[src/rtl/mod_counter_pkg.sv]
`default_nettype none
// +-----------------------------------------------------------------------+
// | mod_counter_pkg: shared defaults and direction encoding for mod_counter |
// | Rev 1.0                                                                 |
// +-----------------------------------------------------------------------+
package mod_counter_pkg;

  localparam int DEFAULT_WIDTH    = 5;
  localparam int DEFAULT_PRESCALE = 1;

  typedef enum logic {
    DIR_DOWN = 1'b0,
    DIR_UP   = 1'b1
  } dir_e;

endpackage
`default_nettype wire

[src/rtl/step_prescaler.sv]
`default_nettype none
// +-----------------------------------------------------------------------+
// | step_prescaler: pulses step on every PRESCALE-th enabled clock          |
// | Rev 1.0                                                                 |
// +-----------------------------------------------------------------------+
module step_prescaler #(
  parameter int PRESCALE = 1
) (
  input  logic clock,
  input  logic reset,
  input  logic enable,
  input  logic clear,
  output logic step
);

  generate
    if (PRESCALE == 1) begin : g_bypass
      logic w_unused;
      assign w_unused = ^{clock, reset, clear};
      assign step     = enable;
    end else begin : g_divide
      localparam int                  c_phase_w = $clog2(PRESCALE);
      localparam logic [c_phase_w-1:0] c_last   = c_phase_w'(PRESCALE - 1);

      logic [c_phase_w-1:0] r_phase;

      always_ff @(posedge clock) begin
        if (reset || clear) begin
          r_phase <= '0;
        end else if (enable) begin
          r_phase <= (r_phase == c_last) ? '0 : r_phase + 1'b1;
        end
      end

      assign step = enable && (r_phase == c_last);
    end
  endgenerate

endmodule
`default_nettype wire

[src/rtl/mod_counter.sv]
`default_nettype none
// +-----------------------------------------------------------------------+
// | mod_counter: prescaled up/down modulo-(MAX+1) counter with load and tc  |
// | Rev 1.0                                                                 |
// +-----------------------------------------------------------------------+
module mod_counter
  import mod_counter_pkg::*;
#(
  parameter int               WIDTH    = DEFAULT_WIDTH,
  parameter logic [WIDTH-1:0] MAX      = {WIDTH{1'b1}},
  parameter int               PRESCALE = DEFAULT_PRESCALE
) (
  input  logic             clock,
  input  logic             reset,
  input  logic             enable,
  input  logic             up,
  input  logic             load,
  input  logic [WIDTH-1:0] load_value,
  output logic [WIDTH-1:0] count,
  output logic             tc
);

  logic             w_step;
  logic [WIDTH-1:0] w_load_clamped;
  logic [WIDTH-1:0] r_count;
  logic             r_tc;

  // A load restarts the prescale phase so the next step is a full period away.
  step_prescaler #(
    .PRESCALE (PRESCALE)
  ) u_prescaler (
    .clock  (clock),
    .reset  (reset),
    .enable (enable),
    .clear  (load),
    .step   (w_step)
  );

  assign w_load_clamped = (load_value > MAX) ? MAX : load_value;

  always_ff @(posedge clock) begin
    if (reset) begin
      r_count <= '0;
      r_tc    <= 1'b0;
    end else if (load) begin
      r_count <= w_load_clamped;
      r_tc    <= 1'b0;
    end else if (w_step) begin
      if (dir_e'(up) == DIR_UP) begin
        if (r_count == MAX) begin
          r_count <= '0;
          r_tc    <= 1'b1;
        end else begin
          r_count <= r_count + 1'b1;
          r_tc    <= 1'b0;
        end
      end else begin
        if (r_count == '0) begin
          r_count <= MAX;
          r_tc    <= 1'b1;
        end else begin
          r_count <= r_count - 1'b1;
          r_tc    <= 1'b0;
        end
      end
    end else begin
      r_tc <= 1'b0;
    end
  end

  assign count = r_count;
  assign tc    = r_tc;

endmodule
`default_nettype wire

[config.mk]
export PLATFORM = sky130hd
export DESIGN_NAME = mod_counter
export DESIGN_NICKNAME = d
export VERILOG_FILES = /design/src/rtl/mod_counter_pkg.sv /design/src/rtl/step_prescaler.sv /design/src/rtl/mod_counter.sv
export SDC_FILE = /design/constraint.sdc
export NUM_CORES = 1
export LEC_CHECK = 0
export CORE_MARGIN = 2
export CORE_UTILIZATION = 40
export CTS_CLUSTER_SIZE = 25
export DETAILED_ROUTE_END_ITERATION = 6
export HOLD_SLACK_MARGIN = 0.15
export MAX_ROUTING_LAYER = met4
export PLACE_DENSITY = 0.79
export SLEW_MARGIN = 10
export SYNTH_ARGS = -nofsm -noshare
export SYNTH_HDL_FRONTEND = slang
export SYNTH_SLANG_ARGS = --single-unit
[constraint.sdc]
create_clock -name clock -period 2.2 [get_ports clock]
set_input_delay 0.66 -clock clock [delete_from_list [all_inputs] [get_ports clock]]
set_output_delay 0.66 -clock clock [all_outputs]
set_load 0.01 [all_outputs]
== Word level (Yosys, flattened, before mapping) ==
Index checks and enable logic that the tools add are counted.

* Bits in registers: 6
* Input port bits: 10
* Output and inout port bits: 6
* Word-level logic and storage cells: 19

* Add/subtract/negate cells: 2
* $lt $le $gt $ge: 1
* Equal/unequal tests: 1
* Mux-type cells: 9
* Bitwise operators: 1
* Reduce and logical (&&, ||, !) cells: 3

{| class="wikitable"
|+ Operator list
! cell !! count
|-
| $mux 5 || 6
|-
| $add 5x1->5 const B || 1
|-
| $eq 5x5->1 const B || 1
|-
| $gt 5x5->1 const B || 1
|-
| $logic_not 5->1 || 1
|-
| $sub 5x1->5 const B || 1
|-
| $mux 1 || 3
|-
| $reduce_or 3->1 || 1
|-
| $reduce_bool 2->1 || 1
|-
| $not 1->1 || 1
|}

== Logic depth before layout (Yosys ltp) ==
Gate-level depths: netlist of the first run.

* Word-level depth: 5
* Gate-level depth with buffers: 7
* Depth with buffers taken out: 7

== Hierarchy ==
A second synthesis of the first run with hierarchy kept.

* Cell total of the unflattened synthesis: 68
* Area total of the unflattened synthesis: 553.0 µm²

{| class="wikitable"
|+ Modules (own cells, without submodules)
! module !! instances !! cells each !! area each (µm²) !! seq. area each (µm²)
|-
| mod_counter || 1 || 67 || 545.5 || 120.1
|-
| step_prescaler || 1 || 1 || 7.5 || 0.0
|}

== Worst setup path before layout of the first run ==
Ideal clock, no wire load.

* Path type: reg-to-reg
* Start: reg r_count[1], in the netlist count[1]
* End: reg r_count[3], in the netlist count[3]
* Library setup time: 131 ps
* Arrival time: 1640 ps
* Required time: 2069 ps
* Path slack: 429 ps
* Cell stages (with the launch flop): 8
* Buffers on the path: 0
* Period minus slack after synthesis: 1771 ps
* Cell sequence: dfxtp_1 -> ha_1 -> and3_1 -> ha_1 -> nand4b_1 -> nor3_1 -> a2111oi_1 -> a31oi_1

* Cells in the longest elaborated chain, start to end: 5
* Elaborated cells on any way between the ends: 9
* Classes of those cells: 2 x add/sub; 1 x eq/ne; 5 x mux; 1 x reduce/logical

{| class="wikitable"
|+ RTL lines
! element !! RTL line !! text
|-
| start: declaration || mod_counter.sv:25 || <nowiki>logic [WIDTH-1:0] r_count;</nowiki>
|-
| start signal: assignment || mod_counter.sv:46 || <nowiki>r_count <= w_load_clamped;</nowiki>
|-
| start signal: assignment || mod_counter.sv:54 || <nowiki>r_count <= r_count + 1'b1;</nowiki>
|-
| start signal: assignment || mod_counter.sv:62 || <nowiki>r_count <= r_count - 1'b1;</nowiki>
|-
| $sub 5x1->5 (tied with other cells) || mod_counter.sv:62 ||
|-
| $mux 5, on equally long branches || mod_counter.sv:58, mod_counter.sv:50 ||
|-
| $mux 5 (*) || mod_counter.sv:49 || <nowiki>if (dir_e'(up) == DIR_UP) begin</nowiki>
|-
| $mux 5 (*) || mod_counter.sv:48 || <nowiki>end else if (w_step) begin</nowiki>
|-
| $mux 5 (*) || mod_counter.sv:45 || <nowiki>end else if (load) begin</nowiki>
|}

Mark *: on every way between the ends. The rest lies on a longest branch, timed or not. The select of a mux whose other input is x is not followed.
A chain may end at the register's enable or synchronous reset.

== Final worst setup path of the first run ==
* Start: reg r_count[2], in the netlist count[2]
* End: out count[2]

{| class="wikitable"
|+ RTL lines
! element !! RTL line !! text
|-
| end: declaration || mod_counter.sv:19 || <nowiki>output logic [WIDTH-1:0] count,</nowiki>
|}

No word-level cell between the ends.

==> impl_metrics.csv, run 1 <==
group,metric,value,unit
worst_setup_path,r2r-end,"count[3]$_SDFFE_PP0P_",
min_path,hp-class,"reg2reg",
sta,fin_skew,0.00305,ns
clock_tree,ctsHoldBuffers,0,
worst_setup_path,critPathKind,"reg2out",
sta,slew-limit-headroom,70.6,%
yosys,synth_fp_nets,81,
clock_tree,post_cts_buffers,0,
clock_tree,clk_pin_slew,0.05,ns
finish,num-fill-cells,128,
routing,dr_total_vias,564,
finish,area_growth,35.8,%
global_routing,grt_use_total,19.2,%
clock_tree,worstSkewPairLatency,0.25,ns
worst_setup_path,cp-end-kind,"primary output",
routing,wl,1350,µm
global_routing,grt_max_degree,14,
clock_tree,cts_sinks,6,
die,start_util,42.5,%
worst_setup_path,cp_data_required_time,1.54,ns
clock_tree,clockRootBuffer,"clkbuf_4",
sta,rsz0062_at_grt,"no",
sta,layout_min_cycle_time,2.11,ns
die,core-area,1280,µm²
worst_setup_path,setup.worst_path.start,"count[2]$_SDFFE_PP0P_",
place,dp_cells,98,
place,post-place-ws,0.147,ns
clock_tree,cts_tree,"built",
yosys,avgSynthCellArea,8.14,µm²
yosys,netlist_instances,67,
global_routing,grt_pass1_wl,2070,µm
power,p_total,0.359,mW
clock_tree,cts_max_level,1,
clock_tree,numCtsBuffers,3,
place,hpwl,1040,µm
sta,tightest_slew,0.440,ns
sta,hold_viol,0,
die,die_x,40.9,µm
clock_tree,clk_path_buf_depth,2,
die,ios,16,
worst_setup_path,cp.depth,1,
yosys,synth-edff-count,0,
die,die_h,40.9,µm
power,p_leak,0.318,nW
power,power.density,484,nW/µm²
routing,via_per_inst,5.58,
routing,drtIter0Drc,8,
place,port_buffers,15,
place,gp_congestion,0.862,
sta,setup_slack,0.0878,ns
finish,n_antenna_cell,0,
yosys,yosysSeqAreaShare,22.0,%
clock_tree,cts_resized,0,
yosys,netlist-cell-type-count,35,
finish,fin_area,741,µm²
global_routing,grt_pass1_vias,489,
worst_setup_path,slowest_delay,0.62,ns
die,rows,13,
global_routing,antenna_found_initial,0,
yosys,ys_async_sr_fraction,0,%
worst_setup_path,crit_end,"count[2]",
sta,tns,0,ns
worst_setup_path,crit_slowest_cell,"clkdlybuf4s50_1",
worst_setup_path,start_kind,"register",
power,max-vdd-ir-drop,0.287,mV
worst_setup_path,crit_buf_inv,1,
run,drv_cap,0,
status,status,"finished, final reports clean",
finish,drive_above_1_share,14.0,%
worst_setup_path,ff2ff_setup_slack,0.33,ns
routing,wl_per_cell,13.4,µm
routing,drc,0,
sta,final-setup-viol-count,0,
worst_setup_path,critPathTopFamily,"buffers and inverters",
routing,firstDrtPassIters,4,
yosys,synth_flop_cell,"dfxtp_1",
worst_setup_path,r2r_start,"count[2]$_SDFFE_PP0P_",
place,place_area,718,µm²
worst_setup_path,cp_cell_sequence,"clkdlybuf4s50_1",
worst_setup_path,worst_r2r_path_depth,6,
die,dieArea,1680,µm²
worst_setup_path,cp_data_arrival_time,1.45,ns
sta,slew_viol_final,0,
finish,fin_nets,102,
sta,period_share,96.0,%
worst_setup_path,path_max_fanout,13,
sta,timing.fmax,0.473,GHz
global_routing,overflow,0,
yosys,yosys_warnings,0,
finish,fin_cells,101,
yosys,synth-seq-cells,6,
routing,drtAntennaViolNets,0,
yosys,syn_area,546,µm²
-- final cells by class --
type | count | area (µm²) | share of cell area [%]
Multi-Input combinational cell | 52 | 359 | 48.5
Clock buffer | 3 | 22.5 | 3.04
Sequential cell | 6 | 120 | 16.2
Tap cell | 15 | 18.8 | 2.53
Inverter | 5 | 32.5 | 4.39
Timing Repair Buffer | 20 | 188 | 25.3
-- state kept, by name (all words and copies together) (netlist names) --
register and flops:
count 5, tc 1
-- worst min-delay path by stage --
stage,startpoint,endpoint,slack [ns],depth (start not counted)
global route,count[3]$_SDFFE_PP0P_,count[3]$_SDFFE_PP0P_,0.64,2
finish,count[3]$_SDFFE_PP0P_,count[3]$_SDFFE_PP0P_,0.64,2
global placement,count[3]$_SDFFE_PP0P_,count[3]$_SDFFE_PP0P_,0.62,2
CTS,count[3]$_SDFFE_PP0P_,count[3]$_SDFFE_PP0P_,0.63,2
floorplan,count[3]$_SDFFE_PP0P_,count[3]$_SDFFE_PP0P_,0.64,3
detailed placement,count[3]$_SDFFE_PP0P_,count[3]$_SDFFE_PP0P_,0.62,2
-- where the power goes --
part	internal, mW	switching [mW]	total, mW
sequential	0.117	0.0133	0.130
clock	0.0619	0.0425	0.104
combinational	0.0683	0.0555	0.124
-- cells in the mapped netlist, types with 2 or more instances --
library cell,number,area (µm²)
o21ai_0,2,10.0
a21oi_1,8,40.0
and3_1,2,12.5
ha_1,4,50.1
nor3_1,5,25.0
dfxtp_1,6,120
inv_1,4,15.0
nor2_1,7,26.3
buf_6,2,22.5
o21ai_1,2,10.0
-- routing by layer --
layer	global-route usage [%]	vias to the layer above	routed length, µm
met3	1.63	2	50
met2	30.5	16	651
li1	-	290	-
met4	7.50	0	15
met1	25.0	256	635
met5	-	-	0
-- stage by stage --
stage	util [%]	hold slack, ns
after floorplan	-	0.638
after global placement	55.9	0.622
after detailed placement	55.9	0.625
after CTS	57.6	0.634
after global routing	57.6	0.644
final	57.6	0.635
-- cell families after synthesis --
| group | synth area share (%) |
|---|---|
| buf+inv | 12.2 |
| xor+xnor | 1.61 |
| compound gates | 26.8 |
| flops | 22.0 |
| fa+ha+maj | 9.17 |
| simple gates | 26.4 |
| mux | 1.83 |
-- placed cells by master (no fill, tap or decap), types with 2 or more instances in the layout --
cell and instances:
a21oi_1 8, and3_1 2, buf_4 5, clkbuf_4 3, clkdlybuf4s50_1 15, dfxtp_1 6
ha_1 4, inv_1 4, nor2_1 7, nor3_1 5, o21ai_0 2, o21ai_1 2
(Power assumes the default switching activity.)
==> run 2: changes to the inputs <==
CTS_BUF_LIST = sky130_fd_sc_hd__clkbuf_16   (was unset)
CTS_CLUSTER_DIAMETER = 80   (was unset)
==> impl_metrics.csv, run 2 (synthesis gave the netlist of run 1 again) <==
group,metric,value,unit
routing,wl_per_cell,14.9,µm
clock_tree,clockRootBuffer,"clkbuf_16",
worst_setup_path,path_max_fanout,13,
power,p_comb_share,23.0,%
global_routing,overflow,0,
power,power_frac_clock,53.1,%
finish,final_common_cell,"clkdlybuf4s50_1",
clock_tree,clk_path_buf_depth,2,
sta,timing.fmax,0.478,GHz
clock_tree,ctsHoldBuffers,0,
worst_setup_path,cp-end-kind,"primary output",
clock_tree,worstSkewPairLatency,0.23,ns
min_path,hp-class,"reg2reg",
clock_tree,clk_pin_slew,0.03,ns
global_routing,grt_pass1_vias,502,
place,gp_congestion,0.862,
routing,via_per_inst,5.91,
run,drv_cap,0,
global_routing,antenna_found_initial,0,
power,p_leak,0.341,nW
global_routing,grt_pass1_wl,2280,µm
worst_setup_path,crit_buf_inv,1,
finish,final_cell_mix,"15 x clkdlybuf4s50_1, 8 x a21oi_1, 7 x nor2_1",
sta,slew-limit-headroom,70.4,%
die,die_h,40.9,µm
routing,dr_total_vias,597,
worst_setup_path,start_kind,"register",
worst_setup_path,ff2ff_setup_slack,0.25,ns
place,hpwl,1040,µm
clock_tree,cts_sinks,6,
clock_tree,post_cts_buffers,0,
sta,period_share,95.1,%
clock_tree,cts_resized,0,
die,start_util,42.5,%
sta,tightest_slew,0.444,ns
finish,fin_area,793,µm²
worst_setup_path,crit_slowest_cell,"clkdlybuf4s50_1",
sta,tns,0,ns
place,port_buffers,15,
power,p_int,0.419,mW
sta,hold_viol,0,
worst_setup_path,cp_cell_sequence,"clkdlybuf4s50_1",
clock_tree,cts_max_level,1,
finish,largest_reg_flops,5,
routing,firstDrtPassIters,4,
die,core-area,1280,µm²
routing,drc,0,
sta,slew_viol_final,0,
routing,drtAntennaViolNets,0,
global_routing,grt_use_total,21.4,%
worst_setup_path,critPathKind,"reg2out",
die,die_x,40.9,µm
sta,fin_skew,0.000158,ns
die,rows,13,
sta,layout_min_cycle_time,2.09,ns
clock_tree,cts_tree,"built",
worst_setup_path,cp_data_required_time,1.54,ns
finish,area_growth,45.4,%
die,ios,16,
finish,drive_above_1_share,14.0,%
place,place_area,718,µm²
clock_tree,numCtsBuffers,3,
worst_setup_path,cp_data_arrival_time,1.43,ns
worst_setup_path,slowest_delay,0.62,ns
finish,n_antenna_cell,0,
global_routing,grt_max_degree,14,
sta,final-setup-viol-count,0,
power,power.density,693,nW/µm²
status,status,"finished, final reports clean",
power,power.share.sequential,23.9,%
sta,rsz0062_at_grt,"no",
power,max-vdd-ir-drop,0.585,mV
routing,wl,1510,µm
power,swShare,23.8,%
die,dieArea,1680,µm²
worst_setup_path,critPathTopFamily,"buffers and inverters",
power,switchingPower,0.131,mW
finish,fin_nets,102,
routing,drtIter0Drc,22,
run 2: layout make-up:
type	instances	area [µm²]
fillers	120	492
multi-input cells	52	359
repair buffers	20	188
flip-flops and latches	6	120
clock buffers	3	75.1
inverters	5	32.5
well taps	15	18.8
run 2: worst paths after layout:
kind | start | end | cells past startpoint
hold reg to reg | count[3]$_SDFFE_PP0P_ | count[3]$_SDFFE_PP0P_ | 2
setup / recovery | count[2]$_SDFFE_PP0P_ | count[2] | 1
hold / removal | count[3]$_SDFFE_PP0P_ | count[3]$_SDFFE_PP0P_ | 2
setup reg to reg | count[0]$_SDFFE_PP0P_ | count[3]$_SDFFE_PP0P_ | 7
run 2: power by group through the flow:
stage / registers (mW) / clock network (mW) / logic, mW
after floorplan: 0.132 / 0 / 0.0726
after global placement: 0.132 / 0 / 0.121
after detailed placement: 0.132 / 0 / 0.123
after CTS: 0.131 / 0.295 / 0.125
after global routing: 0.132 / 0.306 / 0.137
final: 0.131 / 0.292 / 0.126
run 2: routing by layer:
metal	GRT usage, %	vias to the layer above	part of all wire (%)
met5	-	-	0
met4	8.33	0	0.53
met3	3.26	2	7.0
met2	32.0	33	48
met1	28.6	269	45
li1	-	293	-
run 2: worst register-to-register path, cell delays in order, from the launching register on:
cell and delay (ns):
dfxtp_1 0.41, ha_1 0.23, and3_1 0.19, ha_1 0.25, nand4b_1 0.15, nor3_1 0.07, a2111oi_1 0.39, a31oi_1 0.13
run 2: stage by stage:
stage	power (mW)	util [%]	instances	hold WS, ns	setup slack, ns
global route	0.574	61.7	101	0.640	0.0696
detailed placement	0.255	55.9	98	0.625	0.147
floorplan	0.205	-	67	0.638	0.429
global placement	0.253	55.9	98	0.622	0.182
CTS	0.551	61.7	101	0.631	0.119
finish	0.550	61.7	101	0.641	0.108
